--- config.mk ---
export PLATFORM = sky130hd
export DESIGN_NAME = uart_encoder
export DESIGN_NICKNAME = d
export VERILOG_FILES = /design/src/rtl/uart_cmd_pkg.sv /design/src/rtl/uart_nibble_ascii.sv /design/src/rtl/uart_encoder.sv
export SDC_FILE = /design/constraint.sdc
export NUM_CORES = 1
export LEC_CHECK = 0
export CORE_UTILIZATION = 25
export DETAILED_ROUTE_END_ITERATION = 6
export DONT_BUFFER_PORTS = 1
export HOLD_SLACK_MARGIN = 0.02
export SETUP_SLACK_MARGIN = 0.2
export SLEW_MARGIN = 20
export SYNTH_ARGS = -nofsm -noshare
export SYNTH_HDL_FRONTEND = slang
export SYNTH_SLANG_ARGS = --single-unit
--- constraint.sdc ---
create_clock -name i_clk -period 3.68 [get_ports i_clk]
set_input_delay 0.368 -clock i_clk [delete_from_list [all_inputs] [get_ports i_clk]]
set_output_delay 0.368 -clock i_clk [all_outputs]
set_load 0.03 [all_outputs]
--- src/rtl/uart_cmd_pkg.sv ---
// Shared constants for the UART word encoder: command codes, ASCII bytes,
// encoder state enum and small helpers for command/first-digit lookup.
package uart_cmd_pkg;

  localparam int unsigned WORD_W    = 34;
  localparam int unsigned DATA_W    = 32;
  localparam int unsigned NIB_IDX_W = 3;

  localparam logic [1:0] CMD_READ  = 2'b00;
  localparam logic [1:0] CMD_WRITE = 2'b01;
  localparam logic [1:0] CMD_ADDR  = 2'b10;
  localparam logic [1:0] CMD_STAT  = 2'b11;

  localparam logic [7:0] ASCII_R          = 8'h52;
  localparam logic [7:0] ASCII_W          = 8'h57;
  localparam logic [7:0] ASCII_A          = 8'h41;
  localparam logic [7:0] ASCII_S          = 8'h53;
  localparam logic [7:0] ASCII_DIGIT_BASE = 8'h30;
  localparam logic [7:0] ASCII_ALPHA_BASE = 8'h61;

  typedef enum logic [1:0] {
    ST_IDLE   = 2'd0,
    ST_CMD    = 2'd1,
    ST_DIGITS = 2'd2,
    ST_TERM   = 2'd3
  } enc_state_e;

  // Command code to its ASCII letter.
  function automatic logic [7:0] cmd_ascii(input logic [1:0] code);
    logic [7:0] ch;
    case (code)
      CMD_READ:  ch = ASCII_R;
      CMD_WRITE: ch = ASCII_W;
      CMD_ADDR:  ch = ASCII_A;
      default:   ch = ASCII_S;
    endcase
    return ch;
  endfunction

  // Index of the most significant nonzero nibble; 0 for a zero value so
  // that a single '0' digit is still emitted.
  function automatic logic [NIB_IDX_W-1:0] first_nibble(input logic [DATA_W-1:0] d);
    logic [NIB_IDX_W-1:0] idx;
    idx = '0;
    for (int i = 0; i < 8; i++) begin
      if (d[i*4 +: 4] != 4'h0) idx = NIB_IDX_W'(i);
    end
    return idx;
  endfunction

endpackage

--- src/rtl/uart_nibble_ascii.sv ---
// Combinational 4-bit value to lowercase ASCII hex digit.
//   nib_i   : nibble value 0..15
//   ascii_o : '0'..'9' or 'a'..'f'
module uart_nibble_ascii
  import uart_cmd_pkg::*;
(
  input  logic [3:0] nib_i,
  output logic [7:0] ascii_o
);

  assign ascii_o = (nib_i < 4'd10) ? (ASCII_DIGIT_BASE + 8'(nib_i))
                                   : (ASCII_ALPHA_BASE + 8'(nib_i - 4'd10));

endmodule

--- src/rtl/uart_encoder.sv ---
// Encodes a 34-bit command word as ASCII bytes for a UART transmitter:
// command letter, hex digits (MSB nibble first), then a terminator.
//   i_clk, i_rst_n : clock, async active-low reset
//   i_stb, i_word  : encode request and word ([33:32] cmd, [31:0] data)
//   o_busy         : word in progress
//   o_stb, o_data  : byte offered to transmitter
//   i_tx_busy      : transmitter stall
module uart_encoder
  import uart_cmd_pkg::*;
#(
  parameter logic [7:0] TERM_CHAR      = 8'h0A,
  parameter bit         SUPPRESS_ZEROS = 1'b1
) (
  input  logic              i_clk,
  input  logic              i_rst_n,
  input  logic              i_stb,
  input  logic [WORD_W-1:0] i_word,
  output logic              o_busy,
  output logic              o_stb,
  output logic [7:0]        o_data,
  input  logic              i_tx_busy
);

  enc_state_e            state_q, state_d;
  logic [WORD_W-1:0]     word_q, word_d;
  logic [NIB_IDX_W-1:0]  idx_q, idx_d;
  logic                  busy_q, busy_d;
  logic                  stb_q, stb_d;
  logic [7:0]            data_q, data_d;
  logic                  xfer_c;
  logic [3:0]            nib_c;
  logic [7:0]            nib_ascii_c;

  assign xfer_c = stb_q & ~i_tx_busy;

  // State, captured word, nibble index and registered outputs.
  always_ff @(posedge i_clk or negedge i_rst_n) begin
    if (!i_rst_n) begin
      state_q <= ST_IDLE;
      word_q  <= '0;
      idx_q   <= '0;
      busy_q  <= 1'b0;
      stb_q   <= 1'b0;
      data_q  <= 8'h00;
    end else begin
      state_q <= state_d;
      word_q  <= word_d;
      idx_q   <= idx_d;
      busy_q  <= busy_d;
      stb_q   <= stb_d;
      data_q  <= data_d;
    end
  end

  // Next-state and sequencing.
  always_comb begin
    state_d = state_q;
    word_d  = word_q;
    idx_d   = idx_q;
    case (state_q)
      ST_IDLE: begin
        if (i_stb) begin
          state_d = ST_CMD;
          word_d  = i_word;
        end
      end
      ST_CMD: begin
        if (xfer_c) begin
          state_d = ST_DIGITS;
          idx_d   = SUPPRESS_ZEROS ? first_nibble(word_q[DATA_W-1:0])
                                   : NIB_IDX_W'(7);
        end
      end
      ST_DIGITS: begin
        if (xfer_c) begin
          if (idx_q == '0) state_d = ST_TERM;
          else             idx_d   = idx_q - NIB_IDX_W'(1);
        end
      end
      ST_TERM: begin
        if (xfer_c) state_d = ST_IDLE;
      end
      default: state_d = ST_IDLE;
    endcase
  end

  // Digit for the upcoming byte is taken from next-state word and index so
  // the output register updates in lockstep with the state.
  assign nib_c = 4'(word_d[DATA_W-1:0] >> {idx_d, 2'b00});

  uart_nibble_ascii u_nibble_ascii (
    .nib_i   (nib_c),
    .ascii_o (nib_ascii_c)
  );

  // Output next-values, decoded from the next state.
  always_comb begin
    busy_d = (state_d != ST_IDLE);
    stb_d  = (state_d != ST_IDLE);
    data_d = 8'h00;
    case (state_d)
      ST_CMD:    data_d = cmd_ascii(word_d[WORD_W-1:DATA_W]);
      ST_DIGITS: data_d = nib_ascii_c;
      ST_TERM:   data_d = TERM_CHAR;
      default:   data_d = 8'h00;
    endcase
  end

  assign o_busy = busy_q;
  assign o_stb  = stb_q;
  assign o_data = data_q;

endmodule

Yosys cells after proc, flatten, opt, wreduce, memory -nomap -nowiden
Cells that the tools add are included.

Flip-flop bits (word level): 48. Word-level logic and storage cells: 54.

Add/sub/neg operators: 4. $lt $le $gt $ge: 1. Equality and inequality tests: 8. Shift-type cells: 1. Multiplexer cells: 22. Bitwise gates (word level): 2. Reductions and logical operators: 11.

Operator list (number): $mux W34 (2); $shr A32 B5 Y4 (1); $reduce_bool A4 Y1 (7); $mux W3 (9); $pmux W8 S3 (1); $pmux W5 S3 (1); $eq A2 B2 Y1 const B (5); $mux W2 (5); $add A7 B8 Y8 const A (1); $mux W8 (1); $pmux W2 S4 (1); $add A6 B4 Y7 const A (1); $eq A2 B1 Y1 const B (3); $pmux W3 S2 (1); $sub A4 B4 Y5 const B (1); $logic_not A2 Y1 (2); $lt A4 B4 Y1 const B (1); $logic_not A3 Y1 (1); $sub A3 B1 Y3 const B (1); $reduce_bool A2 Y1 (1); $and A1 B1 Y1 (1); $mux W1 (1); $not A1 Y1 (1).

Longest topological paths before layout
Gate-level depths: netlist (run 1).

Depth in word-level cells: 15. Gate-level depth with buffers: 17. Gate-level depth less buffers: 16.

Modules after synthesis
A second synthesis (run 1) with hierarchy kept.

Cells, all modules: 222. Area, all modules: 2631.3 µm².

Modules (own cells, without submodules): uart_encoder (times used 1, cells an instance 196, area each 2458.6 µm², seq. area each 1201.2 µm²); uart_nibble_ascii (times used 1, cells an instance 26, area each 172.7 µm², seq. area each 0.0 µm²).

Least setup slack after synthesis (run 1)
No wires, ideal clock.

Path type: register to register. From: reg state_q[0]. To: reg data_q[3], in the netlist o_data[3]. Library setup time: 0.137 ns. Arrival: 3.407 ns. Slack: 0.136 ns. Stages on the path, launching flop included: 18. Path buffers: 4. Clock period less this slack: 3.544 ns. Path through: dfrtp_1 inv_1 ha_1 and2_1 buf_2 buf_2 buf_1 mux2_2 mux2i_1 nor3_1 nor3_1 ha_1 inv_1 ha_1 clkbuf_1 inv_1 a2111oi_0 nor3_1.

Word-level cells in the longest chain between the ends: 7.

Ends and longest elaborated chain: start, declared (line uart_encoder.sv:24) `enc_state_e state_q, state_d;`; start signal, assigned (line uart_encoder.sv:46) `state_q <= state_d;`; $logic_not A2 Y1 (*) (line uart_encoder.sv:60) `case (state_q)`; $mux W34 (*) (line uart_encoder.sv:60); net word_d[26] (line uart_encoder.sv:25) `logic [WORD_W-1:0] word_q, word_d;`; $shr A32 B5 Y4 (*) (line uart_encoder.sv:89) `assign nib_c = 4'(word_d[DATA_W-1:0] >> {idx_d, 2'b00});`; $sub A4 B4 Y5 (line uart_nibble_ascii.sv:12) `: (ASCII_ALPHA_BASE + 8'(nib_i - 4'd10));`; $add A7 B8 Y8 (line uart_nibble_ascii.sv:12); $mux W8 (*) (line uart_nibble_ascii.sv:11) `assign ascii_o = (nib_i < 4'd10) ? (ASCII_DIGIT_BASE + 8'(nib_i))`; $pmux W8 S3 (*) (line uart_encoder.sv:101) `case (state_d)`; net data_d[3] (line uart_encoder.sv:29) `logic [7:0] data_q, data_d;`; end signal, assigned (line uart_encoder.sv:51) `data_q <= data_d;`; end, declared (line uart_encoder.sv:29).

The timed path passes the listed nets; every way through them passes the cells marked *.

Worst setup path after layout (run 1)
From: reg word_q[8]. To: reg data_q[4], in the netlist o_data[4].

Word-level cells in the longest chain between the ends: 14.

Ends and longest elaborated chain: start, declared (line uart_encoder.sv:25); start signal, assigned (line uart_encoder.sv:47) `word_q <= word_d;`; $reduce_bool A4 Y1 (*) (line uart_cmd_pkg.sv:46) `if (d[i*4 +: 4] != 4'h0) idx = NIB_IDX_W'(i);`; $mux W3 (*) (6 in series) (line uart_cmd_pkg.sv:46); $mux W3 (*) (line uart_encoder.sv:68) `if (xfer_c) begin`; $pmux W3 S2 (*) (line uart_encoder.sv:60); net idx_d[1] (line uart_encoder.sv:26) `logic [NIB_IDX_W-1:0] idx_q, idx_d;`; $shr A32 B5 Y4 (*) (line uart_encoder.sv:89); $sub A4 B4 Y5 (line uart_nibble_ascii.sv:12); $add A7 B8 Y8 (line uart_nibble_ascii.sv:12); $mux W8 (*) (line uart_nibble_ascii.sv:11); $pmux W8 S3 (*) (line uart_encoder.sv:101); net data_d[4] (line uart_encoder.sv:29).

Marked as above.

==> results.md, run 1 <==
* Clk_lat worst skew at around 300 ps
* Die X at 104 µm
* Clock skew at ~10 ps
* Num CTS Buffers at 5
* Max_slew headroom at 58.2%
* Worst path required time at approximately 3900 ps
* Reg-to-reg startpoint: word_q[8]$_DFF_PN0_
* Beginning of the worst hold path: i_word[4]
* Initial antenna violation count at 1
* CTS Buffer Depth at 2
* Post-DP Area at just under 3000 µm²
* H-tree depth at 2
* Routed WL at about 6600 µm
* Post-DP HPWL at 5070 µm
* WHS at approximately 220 ps
* Synth Register Bits at 48
* Fmax at 298 MHz
* Crit Path Category: reg -> reg
* Seq/Total Area, Yosys at between 40% and 50%
* Vias at roughly 1900
* Total die area at roughly 11000 µm²
* Vias in the first global route at just over 2000
* Starting Density at a little over a quarter
* Final setup vio count at 0
* Max Slew Vio Count at 0
* Status: complete, no violations
* Fin. Hold Viols at 0
* Core Box Area at between 9000 and 10000 µm²
* Top-Level Pins at 48
* N_diodes at 0
* Final Wtd Congestion at around 0.84
* Row Count at 36
* Die Height at approximately 100 µm
* Setup TNS at 0 ps
* Total grt overflow at 0
* CTS tree: done
* Crit path launch: word_q[8]$_DFF_PN0_
* I/O Buffers at 0
* Average cell area after synthesis at 11.6 µm²
* Vias per cell at slightly below 5
* Design Area, Final at between 3000 and 4000 µm²
* Dominant synthesized flop cell: dfrtp_1
* Clock transition at path regs at about 90 ps
* DRT iter0 DRCs at 88
* Synthesized area at between 2000 and 3000 µm²
* Root Buffer: clkbuf_8
* Worst Max-Slew Pin Slew at between 600 and 700 ps
* Critical path peak fanout at 8
* Crit path capture type: flip-flop
* Met2 Use GR at about 22%
* Detail Route Antenna Nets at 0
* Total GRT Usage at approximately an eighth
* R2r worst-path depth at 13
* Drt pass-1 iters at 4
* Post-synth cell types at between 50 and 60
* Async SR Flop Fraction at 100%
* Largest net degree at the start of global routing at 49
* Met1 Usage GRT at 14.0%
* MaxCap Viol Count at 0
* Syn Nets at ~280
* Gr busiest metal: met2
* EDFF count, synth at 0
* Synth warn at 0
* CP arrival at roughly 3600 ps
* Fin crit period at 3360 ps
* Startpoint Class: flip-flop
* RSZ-0062 raised after global routing: yes
* Area Overhead vs Synth at 23.3%
* Final period util at between 90% and 100%
* Hold WC Path Type: in -> reg
* M3 GR Usage at 3.82%
* Ratio of cells with drive above 1 in the final layout at between 30% and 40%
* First-pass GRT wire length at 10600 µm
* Routed WL per cell at 17.0 µm
* DRC Markers at 0
* Reg2Reg Setup Slack at between 300 and 400 ps
* Nets at between 300 and 400
* Synth Instances at approximately 230
* Hold path cells at 2
* Clk sinks at 48
[path summary, 6_finish.rpt]
check                                  endpoint
min reg2reg                 word_q[2]$_DFF_PN0_
min in group asynchronous  word_q[31]$_DFF_PN0_
max                         o_data[4]$_DFF_PN0_
max in group asynchronous    idx_q[0]$_DFF_PN0_
min                         word_q[4]$_DFF_PN0_
max reg2reg                 o_data[4]$_DFF_PN0_
[cells in the mapped netlist (2+ instances only)]
cell / instances / share of area, %
dfrtp_1: 48 / 46
mux2_2: 22 / 9.5
inv_1: 17 / 2.4
ha_1: 11 / 5.3
mux2_1: 10 / 4.3
o21ai_0: 9 / 1.7
a21oi_1: 8 / 1.5
nand2_1: 8 / 1.1
mux2i_1: 7 / 2.7
nor2_1: 5 / 0.72
nor3_1: 5 / 0.96
or4_1: 5 / 1.4
a31oi_1: 4 / 0.96
mux4_2: 4 / 3.4
nand2b_1: 4 / 0.96
nor4_1: 4 / 0.96
buf_2: 3 / 0.57
clkbuf_1: 3 / 0.43
o21ai_1: 3 / 0.57
o22ai_1: 3 / 0.72
a211oi_1: 2 / 0.57
a41o_1: 2 / 0.76
and2_1: 2 / 0.48
inv_2: 2 / 0.29
nand3_1: 2 / 0.38
nor2b_1: 2 / 0.48
o211ai_1: 2 / 0.57
or2_1: 2 / 0.48
xnor2_1: 2 / 0.67
[worst max-delay path, stage by stage, from the launching register on]
cell      delay [ps]
dfrtp_1          400
or4_1            570
o211ai_1         230
a41oi_1          160
a21oi_1          260
inv_2            160
nand2_1           90
o22ai_1          110
nor3_2           330
buf_4            180
ha_1             240
nand3b_1         190
xor2_1           170
a31oi_1          200
[sequential cells by signal, summed over array words and instances, names as in the netlist]
signal	cells
word_q	34
o_data	8
idx_q	3
state_q	2
o_stb	1
[timing repair]
action / 4_1_cts / 5_1_grt
setup buffers: 5 / 4
hold endpoints to repair: 48 / 0
hold buffers: 2 / 0
gates cloned: 0 / 0
pin swaps: 2 / 7
setup endpoints to repair: 6 / 6
resized for setup: 10 / 17
[stage by stage]
stage / worst slack, ps / std cells / utilization, %
6_report: 324 / 387 / 32.4
5_1_grt: 160 / 387 / 32.4
4_1_cts: 219 / 383 / 31.4
3_5_place_dp: -108 / 368 / 29.1
3_3_place_gp: 53.8 / 368 / 29.1
2_1_floorplan: 218 / 226 / -
[logic make-up (layout without fill, tap and decap cells)]
logic type,count (synthesis),count (layout),synth area share [%]
muxes,44,44,20.4
adders and majority gates,11,11,5.26
xor gates and xnor gates,3,3,1.00
and+or+nand+nor,45,45,10.1
AOI/OAI and AO/OA,47,47,13.0
other,1,1,0.143
buffers and inverters,27,55,4.16
DFF,48,48,45.9
[per-layer routing]
metal / routed length [µm] / share of wire, % / vias up
met1: 2760 / 42 / 939
met5: 13 / 0.20 / -
met2: 3270 / 49 / 40
li1: - / - / 879
met3: 392 / 5.9 / 15
met4: 163 / 2.5 / 2
[cell usage in the layout, fill, tap and decap left out, drive strengths merged, types with 5 or more instances in the layout]
cell    instances
a21oi           8
buf            27
clkbuf          6
dfrtp          48
ha             11
inv            19
mux2           33
mux2i           7
nand2           8
nor2            5
nor3            5
o21ai          12
or4             5
[area by class of cell]
cell class	instances	area, µm²
multi-input combinational	151	1410
clock inverter	2	38.8
timing repair buffer	28	253
tap	133	166
clock buffer	6	82.6
sequential	48	1200
inverter	19	73.8
fill	952	6730
Power of run 1 is left out: the tool's default activity adds up to more than one toggle a clock period on the data nets, which glitch-free logic cannot reach.
==> run 2: changes to the inputs <==
--- a/config.mk
+++ b/config.mk
@@ -5,6 +5,7 @@
 export SDC_FILE = /design/constraint.sdc
 export NUM_CORES = 1
 export LEC_CHECK = 0
+export ABC_CLOCK_PERIOD_IN_PS = 3680
 export CORE_UTILIZATION = 25
 export DETAILED_ROUTE_END_ITERATION = 6
 export DONT_BUFFER_PORTS = 1
==> results of run 2 <==
No change in the layout: final DEF, timing and power equal those of run 1.
Power of run 2 is left out for the same reason.
==> variant (config.mk and constraints of run 1) <==
`NIB_IDX_W`: 3 -> 2.
--- a/src/rtl/uart_cmd_pkg.sv
+++ b/src/rtl/uart_cmd_pkg.sv
@@ -5,5 +5,5 @@
   localparam int unsigned WORD_W    = 34;
   localparam int unsigned DATA_W    = 32;
-  localparam int unsigned NIB_IDX_W = 3;
+  localparam int unsigned NIB_IDX_W = 2;
 
   localparam logic [1:0] CMD_READ  = 2'b00;
Formal check against the unedited RTL: not equivalent (a bounded check fails within 4 cycles, from zero or initial values and one cycle with i_rst_n low).
==> variant against run 1 <==
Count of clock-buffer cells in the layout stayed put. First-iteration DRC count down 4.5%. Routed wire length fell by 13%. Sequential share of layout area increased by 3.9 points. Synthesized area fell by 6.4%. Sequential cell count down 1. Setup slack better by 0.12 ns. Via count shrank 5.1%. Final area decreased by 11%. Critical endpoint is now o_data[3]. Largest cell class unchanged.
==> variant: results (changes against run 1) <==
FINAL LAYOUT
-----------------------------------------------------------------------------------------------------
Fraction of cell area in non-clock buffers .............................................       0.0437   -0.0345
Number of fill cells ...................................................................          985   +3.5%
Share of post-route cells with drive strength above 1 ..................................        0.255   -0.0911
Relative area of clock buffers and inverters in the final design .......................       0.0359   -0.00171
Sequential cell area ...................................................................    1180 um^2   -2.1%
Signal inverters .......................................................................           15   -4

YOSYS
-----------------------------------------------------------------------------------------------------
Post-synthesis share of cell area spent on full adders, half adders and majority gates .       0.0459   -0.00661
Parity-gate share of the synthesized area counting xor and xnor cells ..................      0.00357   -0.00646
Syn nets ...............................................................................          268   -2.5%
Area fraction in compound gates after synthesis ........................................        0.153   +0.0227
Fraction of the yosys area taken by sequential cells ...................................        0.480   +0.0212
Top cells by count, synth .............................................................. 47 x sky130_fd_sc_hd__dfrtp_1, 29 x sky130_fd_sc_hd__mux2_2, 15 x sky130_fd_sc_hd__inv_1
Synth unique cells .....................................................................           45   -17%
Multiplexer fraction of the synthesized cell area ......................................        0.158   -0.0468
Number of synthesized register bits ....................................................           47   -2.1%

GLOBAL ROUTING
-----------------------------------------------------------------------------------------------------
GRT Total Usage ........................................................................        0.119   -0.00503
Number of global-route vias before repair ..............................................         1766   -12%

PLACED DESIGN
-----------------------------------------------------------------------------------------------------
Worst setup slack after placement ......................................................     0.238 ns   +0.346 ns

WORST SETUP PATH
-----------------------------------------------------------------------------------------------------
Register-to-Register Path Depth ........................................................           15   +2
Reg-to-Reg End .........................................................................    o_data[3]
Startpoint of the most critical setup path .............................................   state_q[1]
Data arrival, critical path ............................................................      3.44 ns   -0.13 ns

HOLD PATH
-----------------------------------------------------------------------------------------------------
Worst Hold Launch ......................................................................   i_word[22]

STATUS
-----------------------------------------------------------------------------------------------------
Run status ............................................................................. finished clean

DRT
-----------------------------------------------------------------------------------------------------
Number of DRC markers in iteration 0 ...................................................           84   -4.5%

CLOCK TREE
-----------------------------------------------------------------------------------------------------
Total setup buffers inserted after CTS .................................................            0   -5

STA
-----------------------------------------------------------------------------------------------------
Smallest setup slack after layout ......................................................     0.440 ns   +0.117 ns
Clk_skew ...............................................................................   0.00810 ns   -0.00230 ns

==> variant: cell count changes in the layout (fill, tap and decap cells not counted), sizes merged, moves of 4 or more <==
cell,delta
buf,-16
inv,-4
mux2,-4
mux4,-4
nor2,+6
nor3,+4
o22ai,+4
==> variant: routing by layer <==
layer / vias up / global-route usage / part of all wire / routed length [um]
met5: - / 0 / 0 / 0
met4: 0 / 0.0368 / 0.013 / 76
met3: 6 / 0.0319 / 0.067 / 382
met2: 58 / 0.192 / 0.47 / 2700
met1: 870 / 0.156 / 0.45 / 2570
li1: 845 / - / - / -
==> variant: through the flow <==
step                      utilization  hold WS (ns)  area (um^2)  cells
final                           0.305         0.216         2860    364
after global routing            0.305         0.201         2860    364
after CTS                       0.300         0.207         2810    363
after detailed placement        0.285        0.0734         2670    354
after global placement          0.285        0.0734         2670    354
after floorplan                     -        0.0724         2450    221
